File: config.mk
export PLATFORM = sky130hd
export DESIGN_NAME = mem_arbiter
export DESIGN_NICKNAME = d
export VERILOG_FILES = /design/src/rtl/mem_arbiter.sv
export SDC_FILE = /design/constraint.sdc
export NUM_CORES = 1
export LEC_CHECK = 0
export CAP_MARGIN = 20
export CORE_AREA = 2 2 108 110
export DETAILED_ROUTE_END_ITERATION = 8
export DIE_AREA = 0 0 110 112
export GPL_ROUTABILITY_DRIVEN = 1
export GPL_TIMING_DRIVEN = 0
export PLACE_DENSITY = 0.65
export RECOVER_POWER = 50
export SLEW_MARGIN = 25
export SYNTH_ARGS = -nofsm -noshare
export SYNTH_HDL_FRONTEND = slang
export SYNTH_SLANG_ARGS = --single-unit
export TNS_END_PERCENT = 100
File: constraint.sdc
create_clock -name clk_i -period 2.8 [get_ports clk_i]
set_input_delay 0.56 -clock clk_i [delete_from_list [all_inputs] [get_ports clk_i]]
set_output_delay 0.56 -clock clk_i [all_outputs]
set_load 0.01 [all_outputs]
File: src/rtl/mem_arbiter.sv
// Shares one single-port memory between fetch (IF) and load/store (D) requesters.
// D has priority with bounded IF starvation; an in-order tag FIFO routes read responses.
module mem_arbiter #(
  parameter int AWIDTH          = 32,
  parameter int DWIDTH          = 32,
  parameter int MAX_OUTSTANDING = 4,
  parameter int MAX_STREAK      = 3
) (
  input  logic                                 clk_i,
  input  logic                                 rst_ni,
  input  logic                                 if_req_i,
  input  logic [AWIDTH-1:0]                    if_addr_i,
  output logic                                 if_gnt_o,
  output logic                                 if_rvalid_o,
  output logic [DWIDTH-1:0]                    if_rdata_o,
  input  logic                                 d_req_i,
  input  logic                                 d_we_i,
  input  logic [AWIDTH-1:0]                    d_addr_i,
  input  logic [DWIDTH-1:0]                    d_wdata_i,
  input  logic [DWIDTH/8-1:0]                  d_be_i,
  output logic                                 d_gnt_o,
  output logic                                 d_rvalid_o,
  output logic [DWIDTH-1:0]                    d_rdata_o,
  output logic                                 mem_req_o,
  output logic                                 mem_we_o,
  output logic [AWIDTH-1:0]                    mem_addr_o,
  output logic [DWIDTH-1:0]                    mem_wdata_o,
  output logic [DWIDTH/8-1:0]                  mem_be_o,
  input  logic                                 mem_ready_i,
  input  logic                                 mem_rvalid_i,
  input  logic [DWIDTH-1:0]                    mem_rdata_i,
  output logic [$clog2(MAX_OUTSTANDING+1)-1:0] outstanding_o,
  output logic                                 err_o
);

  localparam int CW = $clog2(MAX_OUTSTANDING + 1);
  localparam int PW = (MAX_OUTSTANDING > 1) ? $clog2(MAX_OUTSTANDING) : 1;
  localparam int SW = $clog2(MAX_STREAK + 1);
  localparam logic TAG_IF = 1'b0;
  localparam logic TAG_D  = 1'b1;

  logic [MAX_OUTSTANDING-1:0] tag_q;
  logic [PW-1:0]              wr_ptr_q, rd_ptr_q;
  logic [CW-1:0]              count_q;
  logic [SW-1:0]              streak_q;
  logic                       err_q;

  logic full, empty, pop, push, read_ok;
  logic if_elig, d_elig, prefer_if, sel_if, sel_d, any_sel, head_tag;

  assign full     = (count_q == CW'(MAX_OUTSTANDING));
  assign empty    = (count_q == '0);
  assign pop      = mem_rvalid_i && !empty;
  // A pop in the same cycle frees a slot, so a full FIFO can still take a read.
  assign read_ok  = !full || pop;
  assign if_elig  = if_req_i && read_ok;
  assign d_elig   = d_req_i && (d_we_i || read_ok);
  assign prefer_if = if_req_i && (!d_req_i || (streak_q == SW'(MAX_STREAK)));

  always_comb begin
    sel_if = 1'b0;
    sel_d  = 1'b0;
    if (prefer_if) begin
      if (if_elig)     sel_if = 1'b1;
      else if (d_elig) sel_d  = 1'b1;
    end else begin
      if (d_elig)       sel_d  = 1'b1;
      else if (if_elig) sel_if = 1'b1;
    end
  end

  // Handshake outputs are held low while reset is asserted.
  assign any_sel     = (sel_if || sel_d) && rst_ni;
  assign mem_req_o   = any_sel;
  assign mem_we_o    = sel_d && d_we_i;
  assign mem_addr_o  = sel_d ? d_addr_i : if_addr_i;
  assign mem_wdata_o = sel_d ? d_wdata_i : '0;
  assign mem_be_o    = sel_d ? d_be_i : '1;
  assign if_gnt_o    = any_sel && sel_if && mem_ready_i;
  assign d_gnt_o     = any_sel && sel_d && mem_ready_i;
  assign push        = if_gnt_o || (d_gnt_o && !d_we_i);

  assign head_tag    = tag_q[rd_ptr_q];
  assign if_rvalid_o = pop && rst_ni && (head_tag == TAG_IF);
  assign d_rvalid_o  = pop && rst_ni && (head_tag == TAG_D);
  assign if_rdata_o  = mem_rdata_i;
  assign d_rdata_o   = mem_rdata_i;

  assign outstanding_o = count_q;
  assign err_o         = err_q;

  always_ff @(posedge clk_i or negedge rst_ni) begin
    if (!rst_ni) begin
      tag_q    <= '0;
      wr_ptr_q <= '0;
      rd_ptr_q <= '0;
      count_q  <= '0;
      streak_q <= '0;
      err_q    <= 1'b0;
    end else begin
      if (push) begin
        tag_q[wr_ptr_q] <= d_gnt_o ? TAG_D : TAG_IF;
        wr_ptr_q <= (wr_ptr_q == PW'(MAX_OUTSTANDING - 1)) ? '0 : wr_ptr_q + 1'b1;
      end
      if (pop)
        rd_ptr_q <= (rd_ptr_q == PW'(MAX_OUTSTANDING - 1)) ? '0 : rd_ptr_q + 1'b1;
      if (push && !pop)      count_q <= count_q + 1'b1;
      else if (pop && !push) count_q <= count_q - 1'b1;

      if (mem_rvalid_i && empty) err_q <= 1'b1;

      if (if_gnt_o || !if_req_i)
        streak_q <= '0;
      else if (d_gnt_o && streak_q != SW'(MAX_STREAK))
        streak_q <= streak_q + 1'b1;
    end
  end

endmodule

# After elaboration in Yosys (flattened, before gate mapping)
# Cells that the tools add are included.
# op_classes
n_addsub	5
order_cmp	3
eq_ne	5
n_mux	21
bitwise_logic	1
n_reduce_logical	35
# ops
op	count
$mux W32	2
$logic_and A1 B1 Y1	19
$mux W1	9
$mux W2	4
$logic_not A1 Y1	7
$add A2 B1 Y2 const B	3
$eq A2 B2 Y1 const B	3
$logic_or A1 B1 Y1	6
$lt A2 B3 Y1 const B	2
$mux W3	2
$bwmux W4	1
$mux W4	1
$reduce_bool A2 Y1	2
$add A3 B1 Y3 const B	1
$eq A3 B3 Y1 const B	1
$logic_not A3 Y1	1
$sub A3 B1 Y3 const B	1
$bmux W1 S2	1
$demux W1 S2	1
$ge A2 B1 Y1 const B	1
$ne A2 B2 Y1 const B	1
$not A1 Y1	1
# totals
ff_bits	14
in_bits	139
out_inout_bits	142
elab_cells	76

# Depth between registers and ports, before layout
# Gate-level depths: netlist of the first run.
# logic_depth
depth_word	19
depth_mapped	10

# Least setup slack after synthesis of the first run
# No wires, ideal clock.
# synth_timing
kind	input to register
from	in mem_rvalid_i
to	reg count_q[1] (netlist: outstanding_o[1])
setup_ns	0.125
arrival_ns	2.489
t_required_ns	2.675
slack_ns	0.186
stages	8
n_path_buf	1
cell_sequence	or4b_1 buf_4 nor2b_1 and2_1 ha_1 inv_1 fa_1 mux2_2
# synth_between
elab_chain_cells	16
elab_cells_between_ends	25
classes_between	mux (7); reduce/logical (18)
# synth_lines
item	line_no	rtl
start, declared	30	input logic mem_rvalid_i,
$logic_and A1 B1 Y1 (*)	53	assign pop = mem_rvalid_i && !empty;
$logic_or A1 B1 Y1 (*)	55	assign read_ok = !full || pop;
$logic_or A1 B1 Y1	57	assign d_elig = d_req_i && (d_we_i || read_ok);
$logic_and A1 B1 Y1	57	
$mux W1	65, 67	
$mux W1	64	if (if_elig) sel_if = 1'b1;
$mux W1	63	if (prefer_if) begin
$logic_or A1 B1 Y1	73	assign any_sel = (sel_if || sel_d) && rst_ni;
$logic_and A1 B1 Y1	73	
$logic_and A1 B1 Y1 (2 in series)	80	assign d_gnt_o = any_sel && sel_d && mem_ready_i;
$logic_and A1 B1 Y1	81	assign push = if_gnt_o || (d_gnt_o && !d_we_i);
$logic_or A1 B1 Y1 (*)	81	
named net push	48	logic full, empty, pop, push, read_ok;
$logic_not A1 Y1	108	else if (pop && !push) count_q <= count_q - 1'b1;
$logic_and A1 B1 Y1	108	
$reduce_bool A2 Y1 (no source line)	--	
end signal, assigned	107	if (push && !pop) count_q <= count_q + 1'b1;
end signal, assigned	108	
end, declared	44	logic [CW-1:0] count_q;
# The timed path passes the listed nets; every way through them passes the cells marked *.
# A chain may end at the register's enable or synchronous reset.

# Worst setup path in the final report of the first run
# layout_timing
from	in mem_rvalid_i
to	out mem_addr_o[8]
# layout_between
elab_chain_cells	8
elab_cells_between_ends	9
classes_between	mux (4); reduce/logical (5)
# layout_lines
item	line_no	rtl
$logic_and A1 B1 Y1 (*)	53	
$logic_or A1 B1 Y1 (*)	55	
$logic_or A1 B1 Y1	57	
$logic_and A1 B1 Y1	57	
$mux W1	65, 67	
$mux W1	64	
$mux W1 (*)	63	
$mux W32 (*)	76	assign mem_addr_o = sel_d ? d_addr_i : if_addr_i;
end, declared	26	output logic [AWIDTH-1:0] mem_addr_o,
# Every way passes the cells marked *; elsewhere a longest branch is shown, timed or not.

==> results of run 1 <==
[layout by cell type (no fill, tap or decap), types with 2 or more instances in the layout]
cell type        Yosys  routed
mux2_4              32      32
dlygate4sd2_1        0       6
nand2_1              3       3
xor2_1               3       3
dfrtp_2              0       2
nand2b_1             5       5
clkbuf_8             0       2
o21ai_0              3       3
dfrtp_1             14      12
and2_1              33      13
mux2_2               6       6
buf_8                0       6
nand3_1              7       7
buf_4               65      71
nor2b_2              0       2
buf_6                6      52
nor3_1               3       3
clkdlybuf4s50_1      0     174
and2_4               0      20
a21o_1               2       2
buf_12               0       3
clkbuf_16            0       4
nor2_1               4       4
buf_2                0      13
buf_16               0       5
dlymetal6s2s_1       0       2
ha_1                 7       7
inv_1                5       5
[worst max-delay path, cell delays in order]
cell	delay [ps]
buf_8	90
or4b_4	590
o21ai_4	190
a31oi_4	60
buf_8	180
clkbuf_16	160
mux2_4	300
buf_6	130
[logic make-up (layout without fill, tap and decap cells)]
logic type,after synthesis,in the layout,synth area share
AOI/OAI and AO/OA,12,12,0.0526
xor gates and xnor gates,4,4,0.0166
adders and majority gates,8,8,0.0508
buffers and inverters,77,344,0.273
DFF,14,14,0.165
muxes,40,40,0.274
and+or+nand+nor,60,60,0.167
[per-stage QoR]
step / cells / hold slack, ps / worst slack, ps / total power [mW]
6_report: 625 / 241 / -26.8 / 1.94
2_1_floorplan: 215 / 264 / 186 / 0.883
5_1_grt: 625 / 259 / -67.2 / 2.06
3_5_place_dp: 606 / 447 / -994 / 1.48
3_3_place_gp: 606 / 445 / -964 / 1.45
4_1_cts: 623 / 361 / -116 / 1.93
[path summary, 6_finish.rpt]
kind / start / to / slack, ps / cells past startpoint
worst max-delay path: mem_rvalid_i / mem_addr_o[8] / -30 / 8
worst min-delay path: rst_ni / rd_ptr_q[0]$_DFFE_PN0P_ / 240 / 1
worst max register to register: outstanding_o[0]$_DFFE_PN0P_ / outstanding_o[1]$_DFFE_PN0P_ / 330 / 7
worst min register to register: err_o$_DFFE_PN0P_ / err_o$_DFFE_PN0P_ / 460 / 1
max in group asynchronous: rst_ni / outstanding_o[0]$_DFFE_PN0P_ / 2250 / 1
min in group clk_i: err_o$_DFFE_PN0P_ / err_o$_DFFE_PN0P_ / 460 / 1
[state kept, by name, summed over array words and instances (netlist names)]
name,flops
err_o,1
tag_q,4
wr_ptr_q,2
outstanding_o,3
rd_ptr_q,2
streak_q,2
[where the power goes]
group          switching, mW  internal [mW]
sequential            0.0615          0.285
combinational          0.468          0.825
clock                 0.0843          0.216
total                  0.614           1.33
[layer usage]
layer	part of all wire	GRT usage	vias to the layer above
met5	0.0012	0	-
met4	0.013	0.0312	2
met3	0.076	0.0281	12
met2	0.49	0.288	103
met1	0.41	0.206	1136
li1	-	-	1192
[cell type report]
class	instances	area (sq um)	share of cell area
Multi-Input combinational cell	124	1270	0.243
Buffer	71	599	0.114
Sequential cell	14	353	0.0673
Timing Repair Buffer	264	2730	0.521
Inverter	5	18.8	0.00358
Tap cell	143	179	0.0341
Clock buffer	4	88.8	0.0169
[timing repair]
item | 4_1_cts | 5_1_grt
gates resized for setup | 362 | 27
buffers inserted | 8 | 2
setup endpoints to repair | 76 | 69
gates cloned | 5 | 1
pin swaps | 22 | 3
==> impl_metrics.ini, run 1 <==
[pwr]
p_leak_nw = 2.45
p_per_area_mw_per_mm2 = 370
ir_worst_vdd_mv = 0.476

[grt]
grt-ovfl-total = 0
grt_pass1_wl_mm = 15.0
grt_usage = 0.163
grt_max_degree = 21
grt_pass1_vias = 2520
antenna_found_initial = 1

[sta]
fmax_ghz = 0.354
tns_ps = -178
slew_viol_final = 0
fin_crit_sh = 1.01
setup_viol = 12
hold_violations = 0
skew_ps = 4.78
worst_slew_pin_slew_ps = 403
slew_headroom = 0.731
fin_crit_ps = 2830
rsz0062_at_grt = true
fin_ws_ps = -26.8

[clock_tree]
clockBufferDepth = 2
cts_made_buffers = 3
tritoncts = built
cts-root-buf = clkbuf_16
clk_pin_slew_ps = 50
cts_hold_buf = 0
clock_latency_ps = 240
ctsHtreeMaxLevel = 1
cts.sinks = 14

[route]
drt_wl_total_mm = 11.1
wl_per_cell_um = 17.8
drc = 0
drtIter0Drc = 73
vias = 2445
antenna_left = 0
firstDrtPassIters = 4
viasPerCell = 3.91

[floorplan]
fp.dieW_um = 110
start_util = 0.189
dieArea_sq_mm = 0.0123
pin_count = 281
die_height_um = 112
core_area_sq_mm = 0.0112
rows = 39

[flow_run]
maxCapViolCount = 0

[critical_path]
cp_max_fo = 5
crit_path_end_kind = primary output
worstPathRequired_ps = 2240
crit_type = in -> out
worst_setup_path_start_kind = primary input
crit_arrival_ps = 2270

[logic_synthesis]
syn_nets = 362
yosys.area.top_type_share = 0.230
yosysWarnings = 0
yosysTopAreaCell = buf_4
ys_ff_latch = 14
syn_area_sq_mm = 0.00212
synth-main-ff-cell = dfrtp_1
synth_edf_count = 0
synth_commonest_cells = buf_4 (65), and2_1 (33), mux2_4 (32)
syn_area_per_cell_sq_um = 9.85
yosysMostFrequentCell = buf_4
postSynthCellCount = 215
synthArstFlopShare = 1.00
yosys-top-cells-area = buf_4 (23%), mux2_4 (23%), dfrtp_1 (17%)
ys_types = 32
ys_seq_area_frac = 0.165

[placed_design]
numPortBuffers = 248
hpwlAfterDp_mm = 9.17
place_area_sq_mm = 0.00478
place.gp.congestion = 0.804

[worst_hold_path]
worstHoldPathType = in -> async

[cells_and_area]
layout-drive-gt1-share = 0.465
stdcell_area_sq_mm = 0.00525
area_growth_pct = 148
fin_util = 0.469
finalNetCount = 630
fillerInstances = 1075
diodes = 0

[run_status]
violations = negative setup slack
status = complete, but fails checks
Note: power is estimated with default switching activity, not from simulation.
==> run 2: changes to the inputs <==
--- a/config.mk
+++ b/config.mk
@@ -11,10 +11,10 @@
 export DIE_AREA = 0 0 110 112
 export GPL_ROUTABILITY_DRIVEN = 1
 export GPL_TIMING_DRIVEN = 0
-export PLACE_DENSITY = 0.65
 export RECOVER_POWER = 50
+export REMOVE_ABC_BUFFERS = 1
 export SLEW_MARGIN = 25
 export SYNTH_ARGS = -nofsm -noshare
 export SYNTH_HDL_FRONTEND = slang
 export SYNTH_SLANG_ARGS = --single-unit
-export TNS_END_PERCENT = 100
+export TNS_END_PERCENT = 30
==> impl_metrics.ini, run 2 (synthesized netlist as in run 1, its figures left out) <==
[critical_path]
timing.rr.start = outstanding_o[1]$_DFFE_PN0P_
worstSetupStartpoint = outstanding_o[1]$_DFFE_PN0P_
crit_type = reg -> out
worstPathRequired_ps = 2240
worst_setup_path_start_kind = flop
crit_arrival_ps = 2210
r2r_slack_ps = 180
crit_path_end_kind = primary output
cp_max_fo = 16

[placed_design]
place_ws_ps = -1330
dp_cells = 474
hpwlAfterDp_mm = 10.7
place.gp.congestion = 0.786
place_area_sq_mm = 0.00364
numPortBuffers = 184

[clock_tree]
cts_made_buffers = 3
tritoncts = built
clockBufferDepth = 2
cts-root-buf = clkbuf_16
cts.sinks = 14
clk_pin_slew_ps = 50
cts_hold_buf = 0
clock_latency_ps = 240
ctsHtreeMaxLevel = 1

[pwr]
power.internal_mw = 1.07
switching_share = 0.327
ir_worst_vdd_mv = 0.423
share_seq_of_total_power = 0.217
netSwitchingPower_mw = 0.522
clockPowerShare = 0.186
p_per_area_mw_per_mm2 = 424
p_comb_frac = 0.596
p_leak_nw = 1.71

[floorplan]
die_height_um = 112
rows = 39
pin_count = 281
dieArea_sq_mm = 0.0123
core_area_sq_mm = 0.0112
start_util = 0.189
fp.dieW_um = 110

[worst_hold_path]
worstHoldPathType = in -> async

[cells_and_area]
fillerInstances = 1181
multiInputGateArea_sq_mm = 0.00122
top_register = tag_q
stdcell_area_sq_mm = 0.00376
final_common_cell = clkdlybuf4s50_1
regArea_sq_um = 352
fin_util = 0.336
area_growth_pct = 77.6
layout_common_cells = clkdlybuf4s50_1 (109), and2_1 (33), mux2_4 (32)
largest_reg_flops = 4
finalNetCount = 490
instances_no_fill = 486
layout-drive-gt1-share = 0.342

[flow_run]
maxCapViolCount = 0

[route]
drtIter0Drc = 73
wl_per_cell_um = 25.6
antenna_left = 0
firstDrtPassIters = 4
drt_wl_total_mm = 12.4
vias = 2084
drc = 0
viasPerCell = 4.29

[sta]
fin_ws_ps = 34.6
hold_violations = 0
setup_viol = 0
fin_crit_ps = 2770
fin_crit_sh = 0.988
slew_viol_final = 0
tns_ps = 0
slew_headroom = 0.745
worst_slew_pin_slew_ps = 382
rsz0062_at_grt = true
skew_ps = 3.12
fmax_ghz = 0.362

[grt]
grt_pass1_vias = 2205
antenna_found_initial = 1
grt_pass1_wl_mm = 16.1
grt_max_degree = 21
grt_usage = 0.189
grt-ovfl-total = 0

[run_status]
status = completed
[run 2: worst max-delay path, stage by stage (launching register included)]
cell and delay [ps]:
dfrtp_1 380, or4b_4 590, o21ai_4 180, a31oi_4 60, buf_8 160, buf_12 150, mux2_4 310, buf_6 120
[run 2: final cells by class]
cell class,count,share of cell area
Inverter,5,0.00499
Antenna cell,1,0.000666
Timing Repair Buffer,195,0.504
Sequential cell,14,0.0935
Clock buffer,4,0.0236
Tap cell,143,0.0476
Multi-Input combinational cell,124,0.325
[run 2: stage by stage]
stage	total power, mW	hold slack (ps)
after global placement	1.26	441
after floorplan	0.771	264
after detailed placement	1.28	481
final	1.59	231
after global routing	1.69	266
after CTS	1.60	359
[run 2: worst paths after layout]
check,cells after the start,to
setup / recovery,7,mem_addr_o[22]
hold / removal,1,err_o$_DFFE_PN0P_
setup reg to reg,8,outstanding_o[1]$_DFFE_PN0P_
hold reg to reg,1,err_o$_DFFE_PN0P_
max in group asynchronous,1,outstanding_o[0]$_DFFE_PN0P_
min in group clk_i,1,err_o$_DFFE_PN0P_
[run 2: per-layer routing]
layer | share of wire | vias up | track usage
met2 | 0.41 | 186 | 0.272
met4 | 0.0041 | 2 | 0.0211
met5 | 0.0042 | - | 0.0378
met1 | 0.39 | 985 | 0.219
met3 | 0.20 | 6 | 0.157
li1 | - | 905 | -
[run 2: power by group through the flow]
stage / Clock, mW / Sequential, mW / Combinational (mW)
6_report: 0.297 / 0.346 / 0.951
5_1_grt: 0.309 / 0.357 / 1.03
4_1_cts: 0.303 / 0.346 / 0.951
3_5_place_dp: 0 / 0.361 / 0.923
3_3_place_gp: 0 / 0.355 / 0.902
2_1_floorplan: 0 / 0.359 / 0.412
[run 2: what timing repair did]
action / CTS / global route
resized for setup: 233 / 23
setup endpoints to repair: 76 / 55
pin swaps: 3 / 1
setup buffers: 7 / 0
==> run 3: changes to the inputs <==
--- a/config.mk
+++ b/config.mk
@@ -5,12 +5,13 @@
 export SDC_FILE = /design/constraint.sdc
 export NUM_CORES = 1
 export LEC_CHECK = 0
+export ABC_CLOCK_PERIOD_IN_PS = 2800
 export CAP_MARGIN = 20
 export CORE_AREA = 2 2 108 110
 export DETAILED_ROUTE_END_ITERATION = 8
 export DIE_AREA = 0 0 110 112
 export GPL_ROUTABILITY_DRIVEN = 1
-export GPL_TIMING_DRIVEN = 0
+export GPL_TIMING_DRIVEN = 1
 export RECOVER_POWER = 50
 export REMOVE_ABC_BUFFERS = 1
 export SLEW_MARGIN = 25
==> impl_metrics.ini, run 3 (synthesized netlist as in run 1, its figures left out) <==
[placed_design]
place.gp.congestion = 0.887
place_ws_ps = -850
place_area_sq_mm = 0.00379
hpwlAfterDp_mm = 11.0
numPortBuffers = 184

[grt]
grt_max_degree = 14
grt-ovfl-total = 0
grt_usage = 0.203
grt_pass1_vias = 2352
grt_pass1_wl_mm = 17.5
antenna_found_initial = 0

[critical_path]
path_buf_inv = 4
worstPathRequired_ps = 2240
cp.depth = 8
r2r_cells = 8
slowest_delay_ps = 590
crit_arrival_ps = 2320
worst_setup_path_start_kind = flop
path_cells = or4b_4, o21ai_4, a31oi_4, buf_12, buf_12, buf_16, mux2_4, buf_6
cpMostUsedCell = buf_12
crit_path_end_kind = primary output
slowest_stage = or4b_4
cp_max_fo = 7
crit_type = reg -> out
cpLargestDelayFamily = simple AND/OR/NAND/NOR gates

[sta]
worst_slew_pin_slew_ps = 493
tns_ps = -416
fin_crit_ps = 2880
rsz0062_at_grt = true
whs_ps = 458
setup_viol = 6
slew_viol_final = 0
slew_headroom = 0.672
fin_crit_sh = 1.03
hold_violations = 0
fin_ws_ps = -78.2
skew_ps = 1.85
fmax_ghz = 0.347

[clock_tree]
tritoncts = built
clk_pin_slew_ps = 50
cts.sinks = 14
clock_latency_ps = 250
cts_made_buffers = 3
cts-root-buf = clkbuf_16
ctsHtreeMaxLevel = 1
clockBufferDepth = 2

[worst_hold_path]
worstHoldPathType = reg -> reg
holdPathStages = 1

[floorplan]
core_area_sq_mm = 0.0112
pin_count = 281
dieArea_sq_mm = 0.0123
fp.dieW_um = 110
die_height_um = 112
rows = 39
start_util = 0.189

[cells_and_area]
finalNetCount = 512
stdcell_area_sq_mm = 0.00388
layout-drive-gt1-share = 0.390
fin_util = 0.347
top_register = tag_q
area_growth_pct = 83.2
layout_common_cells = clkdlybuf4s50_1 (110), buf_2 (35), and2_1 (33)
final_common_cell = clkdlybuf4s50_1
diodes = 0
largest_reg_flops = 4

[route]
vias = 2162
wl_per_cell_um = 26.0
antenna_left = 0
viasPerCell = 4.26
drc = 0
drtIter0Drc = 53
firstDrtPassIters = 4
drt_wl_total_mm = 13.2

[run_status]
status = complete, but fails checks
violations = negative setup slack

[pwr]
ir_worst_vdd_mv = 0.386
p_per_area_mw_per_mm2 = 437
p_leak_nw = 1.81

[flow_run]
maxCapViolCount = 0
==> run 3: path summary, 6_finish.rpt <==
kind | slack (ps) | to | start
min in group asynchronous | 780 | streak_q[0]$_DFFE_PN0P_ | rst_ni
setup / recovery | -80 | mem_addr_o[24] | outstanding_o[1]$_DFFE_PN0P_
hold reg to reg | 460 | err_o$_DFFE_PN0P_ | err_o$_DFFE_PN0P_
setup reg to reg | 290 | outstanding_o[1]$_DFFE_PN0P_ | outstanding_o[1]$_DFFE_PN0P_
max in group asynchronous | 1370 | tag_q[0]$_DFFE_PN0P_ | rst_ni
hold / removal | 460 | err_o$_DFFE_PN0P_ | err_o$_DFFE_PN0P_
==> run 3: metal layers <==
layer | GRT usage | up-vias | routed length [um]
li1 | - | 951 | -
met4 | 0.0253 | 4 | 86
met1 | 0.227 | 996 | 4980
met5 | 0.0840 | - | 102
met3 | 0.177 | 8 | 2620
met2 | 0.291 | 203 | 5380
==> run 3: layout make-up <==
| type | count | area (sq um) |
|---|---|---|
| clock buffer | 4 | 88.8 |
| timing repair buffer | 217 | 2050 |
| inverter | 5 | 18.8 |
| sequential | 14 | 350 |
| fill | 1149 | 7300 |
| tap | 143 | 179 |
| multi-input combinational | 124 | 1190 |
==> run 3: metrics by stage <==
step	power, mW	cells
2_1_floorplan	0.771	143
5_1_grt	1.80	507
3_3_place_gp	1.33	493
6_report	1.69	507
3_5_place_dp	1.36	493
4_1_cts	1.71	508
==> run 3: power by group <==
part | switching (mW) | total [mW] | internal (mW)
Sequential | 0.0578 | 0.340 | 0.283
Clock | 0.0878 | 0.305 | 0.217
Combinational | 0.407 | 1.05 | 0.641
==> run 3: timing repair <==
action,in CTS,in global routing
gates cloned,5,0
buffers inserted,6,2
setup endpoints to repair,74,65
resized for setup,277,9
pin swaps,3,1
hold buffers,0,0
